<file path="config.mk">
export PLATFORM = sky130hd
export DESIGN_NAME = ahb_slv_ram_resp
export DESIGN_NICKNAME = d
export VERILOG_FILES = /design/src/rtl/ahb_pkg.sv /design/src/rtl/ahb_byte_lane_dec.sv /design/src/rtl/ahb_slv_ram_resp.sv
export SDC_FILE = /design/constraint.sdc
export NUM_CORES = 2
export LEC_CHECK = 0
export BUFFER_PORTS_ARGS = -buffer_cell sky130_fd_sc_hd__buf_2
export CORE_ASPECT_RATIO = 0.75
export CORE_MARGIN = 8
export CORE_UTILIZATION = 50
export CTS_CLUSTER_DIAMETER = 40
export DETAILED_ROUTE_END_ITERATION = 8
export PLACE_DENSITY = 0.77
export SLEW_MARGIN = 30
export SYNTH_ARGS = -nofsm -noshare
export SYNTH_HDL_FRONTEND = slang
export SYNTH_HIERARCHICAL = 1
export SYNTH_SLANG_ARGS = --single-unit
</file>
<file path="constraint.sdc">
create_clock -name clk -period 2.9 [get_ports clk]
set_clock_uncertainty 0.2 [all_clocks]
set_input_delay 0.435 -clock clk [delete_from_list [all_inputs] [get_ports clk]]
set_output_delay 0.435 -clock clk [all_outputs]
set_load 0.1 [all_outputs]
</file>
<file path="src/rtl/ahb_pkg.sv">
`default_nettype none
// +----------------------------------------------------------------------+
// | ahb_pkg                                                              |
// | Shared AHB-Lite encodings and the RAM responder state encoding.      |
// | Rev 1.0 - initial release                                            |
// +----------------------------------------------------------------------+
package ahb_pkg;

    typedef enum logic [1:0] {
        HTRANS_IDLE   = 2'b00,
        HTRANS_BUSY   = 2'b01,
        HTRANS_NONSEQ = 2'b10,
        HTRANS_SEQ    = 2'b11
    } htrans_e;

    localparam logic [1:0] c_HRESP_OKAY  = 2'b00;
    localparam logic [1:0] c_HRESP_ERROR = 2'b01;

    localparam logic [2:0] c_HSIZE_BYTE = 3'd0;
    localparam logic [2:0] c_HSIZE_HALF = 3'd1;
    localparam logic [2:0] c_HSIZE_WORD = 3'd2;

    typedef enum logic [1:0] {
        ST_IDLE = 2'd0,
        ST_WAIT = 2'd1,
        ST_ERR1 = 2'd2,
        ST_ERR2 = 2'd3
    } ahb_state_e;

endpackage
`default_nettype wire

</file>
<file path="src/rtl/ahb_byte_lane_dec.sv">
`default_nettype none
// +----------------------------------------------------------------------+
// | ahb_byte_lane_dec                                                    |
// | Maps (hsize, haddr[1:0]) to little-endian byte strobes plus an       |
// | illegal-size / misalignment flag.                                    |
// | Rev 1.0 - initial release                                            |
// +----------------------------------------------------------------------+
module ahb_byte_lane_dec
    import ahb_pkg::*;
(
    input  logic [2:0] i_hsize,
    input  logic [1:0] i_addr_lo,
    output logic [3:0] o_strb,
    output logic       o_err
);

    always_comb begin
        o_strb = 4'b0000;
        o_err  = 1'b0;
        case (i_hsize)
            c_HSIZE_BYTE: o_strb = 4'b0001 << i_addr_lo;
            c_HSIZE_HALF: begin
                o_strb = i_addr_lo[1] ? 4'b1100 : 4'b0011;
                o_err  = i_addr_lo[0];
            end
            c_HSIZE_WORD: begin
                o_strb = 4'b1111;
                o_err  = |i_addr_lo;
            end
            default: o_err = 1'b1;
        endcase
    end

endmodule
`default_nettype wire

</file>
<file path="src/rtl/ahb_slv_ram_resp.sv">
`default_nettype none
// +----------------------------------------------------------------------+
// | ahb_slv_ram_resp                                                     |
// | AHB-Lite RAM slave with configurable wait states and two-cycle       |
// | ERROR response for illegal or out-of-range transfers.                |
// | Rev 1.0 - initial release                                            |
// +----------------------------------------------------------------------+
module ahb_slv_ram_resp
    import ahb_pkg::*;
#(
    parameter int P_DEPTH_LOG2 = 6,
    parameter int P_WAIT       = 0,
    parameter int P_WIN_LOG2   = 12
) (
    input  logic        clk,
    input  logic        resetn,
    input  logic [31:0] ahb_haddr,
    input  logic [1:0]  ahb_htrans,
    input  logic        ahb_hwrite,
    input  logic [2:0]  ahb_hsize,
    input  logic [2:0]  ahb_hburst,
    input  logic [3:0]  ahb_hprot,
    input  logic [31:0] ahb_hwdata,
    input  logic        ahb_hlock,
    input  logic        ahb_hsel,
    input  logic        ahb_hready,
    output logic [31:0] ahb_hrdata,
    output logic        ahb_hreadyout,
    output logic [1:0]  ahb_hresp
);

    localparam int         c_DEPTH = 1 << P_DEPTH_LOG2;
    localparam logic [2:0] c_WAIT  = 3'(P_WAIT);

    ahb_state_e r_state;
    ahb_state_e w_state_nxt;
    logic [2:0] r_cnt;
    logic [2:0] w_cnt_nxt;

    logic                    r_dp_valid;
    logic                    r_dp_write;
    logic [3:0]              r_dp_strb;
    logic [P_DEPTH_LOG2-1:0] r_dp_idx;
    logic [31:0]             r_mem [0:c_DEPTH-1];

    logic [3:0] w_strb;
    logic       w_size_err;
    logic       w_range_err;
    logic       w_xfer_err;
    logic       w_accept;
    logic       w_complete;
    logic       w_we;

    wire w_unused_ok = ^{ahb_hburst, ahb_hprot, ahb_hlock, ahb_htrans[0], ahb_haddr};

    ahb_byte_lane_dec u_lane_dec (
        .i_hsize   (ahb_hsize),
        .i_addr_lo (ahb_haddr[1:0]),
        .o_strb    (w_strb),
        .o_err     (w_size_err)
    );

    generate
        if (P_WIN_LOG2 > P_DEPTH_LOG2 + 2) begin : g_range_chk
            assign w_range_err = |ahb_haddr[P_WIN_LOG2-1:P_DEPTH_LOG2+2];
        end else begin : g_range_none
            assign w_range_err = 1'b0;
        end
    endgenerate

    assign w_xfer_err    = w_size_err | w_range_err;
    assign ahb_hreadyout = (r_state == ST_IDLE) || (r_state == ST_ERR2);
    assign ahb_hresp     = ((r_state == ST_ERR1) || (r_state == ST_ERR2)) ? c_HRESP_ERROR
                                                                         : c_HRESP_OKAY;
    assign w_accept      = ahb_hsel & ahb_hready & ahb_htrans[1] & ahb_hreadyout;
    // The data phase of a good transfer always ends in an IDLE cycle.
    assign w_complete    = (r_state == ST_IDLE) & r_dp_valid;
    assign w_we          = w_complete & r_dp_write & resetn;
    assign ahb_hrdata    = (w_complete & ~r_dp_write) ? r_mem[r_dp_idx] : 32'h0;

    always_ff @(posedge clk) begin
        if (!resetn) begin
            r_state <= ST_IDLE;
            r_cnt   <= 3'd0;
        end else begin
            r_state <= w_state_nxt;
            r_cnt   <= w_cnt_nxt;
        end
    end

    always_comb begin
        w_state_nxt = r_state;
        w_cnt_nxt   = r_cnt;
        case (r_state)
            ST_IDLE, ST_ERR2: begin
                w_state_nxt = ST_IDLE;
                if (w_accept) begin
                    if (w_xfer_err) begin
                        w_state_nxt = ST_ERR1;
                    end else if (P_WAIT != 0) begin
                        w_state_nxt = ST_WAIT;
                        w_cnt_nxt   = c_WAIT;
                    end
                end
            end
            ST_WAIT: begin
                w_cnt_nxt = r_cnt - 3'd1;
                if (r_cnt <= 3'd1) begin
                    w_state_nxt = ST_IDLE;
                    w_cnt_nxt   = 3'd0;
                end
            end
            ST_ERR1: w_state_nxt = ST_ERR2;
            default: w_state_nxt = ST_IDLE;
        endcase
    end

    always_ff @(posedge clk) begin
        if (!resetn) begin
            r_dp_valid <= 1'b0;
        end else if (w_accept && !w_xfer_err) begin
            r_dp_valid <= 1'b1;
            r_dp_write <= ahb_hwrite;
            r_dp_strb  <= w_strb;
            r_dp_idx   <= ahb_haddr[P_DEPTH_LOG2+1:2];
        end else if (w_complete) begin
            r_dp_valid <= 1'b0;
        end
    end

    always_ff @(posedge clk) begin
        if (w_we) begin
            for (int b = 0; b < 4; b++) begin
                if (r_dp_strb[b]) r_mem[r_dp_idx][8*b +: 8] <= ahb_hwdata[8*b +: 8];
            end
        end
    end

endmodule
`default_nettype wire

</file>
==> reports/qor.txt <==
Pleak - 32.54 nW
Post-DP HPWL - 144.5 mm
initial antenna violation count - 16
crit-path leading delay family - multiplexers
Main synth FF type - edfxtp_1
failing checks - design-rule violations, negative setup slack
period utilisation layout - 140.9%
Total Die Area - 174700 µm²
met1 track demand over resource - 35.59%
fmax - 244.6 MHz
first-pass GRT wire length - 325.5 mm
DR vias - 45130
Worst Hold Depth - 1
Final Hold Vio Count - 0
Final setup viols - 50
largest net degree at the start of global routing - 65
cells along the critical path - buf_12 -> buf_16 -> buf_12 -> buf_8 -> mux4_2 -> mux4_2 -> mux2i_4 -> buf_6 -> o22ai_4 -> buf_12
Crit Path Class - reg2out
peak supply drop - 0.0006710 V
syn_nets - 3804
Slew headroom - 33.35%
starting density of the core - 50.44%
DR vias/cell - 6.494
Worst path slowest cell - mux4_2
TritonCTS clock tree - built
CORE AREA - 160000 µm²
Root Buffer - clkbuf_16
Remaining Overflow, GRT - 0
Inst Count DP - 6414
crit-path max FO - 9
Post-Syn Area - 80710 µm²
setup ws final - -1.188 ns
EDFF count, synth - 2059
DR iter-0 viols - 7829
min-delay worst type - in2reg
final WL - 235.3 mm
Min Hold Slack - 0.05322 ns
final core occ - 61.88%
Clock Latency Late Sink - 0.84 ns
Worst-Margin Slew - 0.9973 ns
Die W - 479.9 µm
Mapped Cells - 3716
met2 global-route usage - 38.19%
port buffer count - 86
Die Height - 363.9 µm
H-tree Lvls - 4
Placement Setup Slack - -0.5889 ns
share of layout cells above drive strength 1 - 40.24%
routed length per instance - 33.86 µm
Routability Congestion - 0.9095
CTS sink count - 2071
post-route cell area - 99030 µm²
met3 Use GR - 9.861%
CP Data Required Time - 2.27 ns
Clock Tree Buf Depth - 3
syn_area_per_cell - 21.72 µm²
yosys warns - 6
vias in the first global route - 44140
Async SR Flop Fraction - 0%
clk slew on worst S/H paths - 0.07 ns
Critical Path End Type - output pin
boundary pin count - 117
Levels on crit path - 10
Rows - 127
max_cap viols - 0
Initial DRT Pass Iterations - 9
Slowest Stage Delay on Critical Path - 0.50 ns
Cell Area, Placed - 89350 µm²
CP arrival - 3.45 ns
nets - 4734
fin cells - 6950
PD cells - 592.5 nW/µm²
ANT nets after route - 0
Period minus WS final - 4.088 ns
Inserted Clock Buffers - 186
Total GRT Usage - 26.14%
post-synthesis sequential area ratio - 76.91%
FF+latch count, synth - 2071
status - finished with violations
synth-to-layout area growth - 22.69%
unique cell type count in the Yosys netlist - 59
GR peak layer - met2
Slew Limit Fails - 0
DR DRC count - 156
reg2reg path depth - 5
RSZ-0062 raised after global routing - yes
CP Launch Type - flip-flop
CP bufs+invs - 6
Worst path most repeated cell - buf_12
[Yosys cell counts, types with 4 or more instances]
cell / n / area share [%]
nand3b_1: 4 / 0.037
buf_2: 65 / 0.40
o211ai_1: 15 / 0.14
buf_4: 44 / 0.41
inv_1: 7 / 0.033
dfxtp_1: 12 / 0.30
o21ai_1: 4 / 0.025
nor2b_1: 31 / 0.24
o22ai_1: 16 / 0.12
mux2i_1: 143 / 1.8
buf_1: 10 / 0.047
a21oi_1: 25 / 0.16
nor3b_1: 6 / 0.056
ha_1: 6 / 0.093
mux4_2: 525 / 15
a22o_1: 12 / 0.13
a31oi_1: 4 / 0.031
a22oi_1: 58 / 0.54
and3_1: 5 / 0.039
a221oi_1: 15 / 0.16
nor3_1: 5 / 0.031
clkbuf_1: 74 / 0.34
o21ai_0: 10 / 0.062
nor2_1: 284 / 1.3
a211oi_1: 24 / 0.22
a311oi_1: 5 / 0.054
and2_1: 9 / 0.070
and3b_1: 4 / 0.043
nand2_1: 118 / 0.55
mux2_2: 33 / 0.46
edfxtp_1: 2059 / 77
a211o_1: 5 / 0.054
buf_6: 17 / 0.24
o31a_1: 6 / 0.065
nand2b_1: 5 / 0.039
nand3_1: 18 / 0.11
[repair_timing]
| item | in CTS | in global routing |
|---|---|---|
| setup buffers | 68 | 46 |
| gates cloned | 12 | 6 |
| setup endpoints to repair | 32 | 61 |
| gates resized for setup | 256 | 97 |
| endpoints found under the hold margin | 632 | 210 |
| pin swaps | 33 | 40 |
| hold buffers | 43 | 4 |
[metal layers]
layer | wire length, µm | vias up
li1 | - | 17430
met1 | 83160 | 23040
met2 | 105300 | 4005
met3 | 36190 | 645
met4 | 10520 | 10
met5 | 203 | -
[layout by cell type, fill, tap and decap left out, types with 32 or more instances in the layout]
cell type	Yosys	layout
buf_2	65	50
nand2_1	118	104
mux2i_1	143	115
edfxtp_1	2059	2059
clkinv_2	0	36
buf_12	0	119
mux4_2	525	525
nor2_1	284	277
clkbuf_16	0	196
clkbuf_1	74	32
clkinv_1	0	35
buf_6	17	34
buf_4	44	660
dlygate4sd3_1	0	47
[kinds of logic (layout without fill, tap and decap cells)]
kind of cell             count (synthesis)  after routing  share of synthesized area [%]
AND/OR/NAND/NOR                        498            498                          2.617
AO/OA/AOI/OAI                          220            220                          2.000
buffers and inverters                  219           1309                          1.496
multiplexers                           701            701                          16.88
flip-flops                            2071           2071                          76.91
adder cells (fa/ha/maj)                  6              6                        0.09301
other                                    1             17                       0.004646
[state kept, by name (all words and copies together), names as in the netlist, named ones only]
signal	flops
r_mem	2048
r_dp_valid	1
r_dp_strb	4
r_state	2
r_dp_idx	6
r_dp_write	1
r_cnt	3
[metrics by stage]
step | total power [W] | setup TNS (ns)
after CTS | 0.05869 | -36.41
after global routing | 0.05990 | -38.59
after floorplan | 0.03360 | -3.029
after detailed placement | 0.03417 | -13.06
after global placement | 0.03411 | -12.36
final | 0.05867 | -36.35
[cell type report]
cell class / count / area (µm²)
clock inverters: 127 / 1301
multi-input cells: 1426 / 18640
inverters: 8 / 30.03
fillers: 10130 / 60990
clock buffers: 221 / 4850
repair buffers: 953 / 9417
flip-flops and latches: 2071 / 62090
well taps: 2128 / 2663
diodes: 16 / 40.04
[report_power, final]
part | switching, W | internal [W]
registers | 0.000000835 | 0.0329
clock network | 0.0113 | 0.0138
logic | 0.000557 | 0.000164
total | 0.0118 | 0.0468
[final timing paths]
kind / startpoint / endpoint / slack (ns)
worst min-delay path: ahb_hwdata[5] / r_mem[41][5]$_DFFE_PP_ / 0.05
worst min register to register: r_dp_valid$_SDFFE_PN0P_ / r_dp_valid$_SDFFE_PN0P_ / 0.32
worst max register to register: r_dp_idx[2]$_DFFE_PN_ / r_mem[46][8]$_DFFE_PP_ / -0.02
worst max-delay path: flip-flop / ahb_hrdata[4] / -1.19
Power figures use the tool's default switching activity.
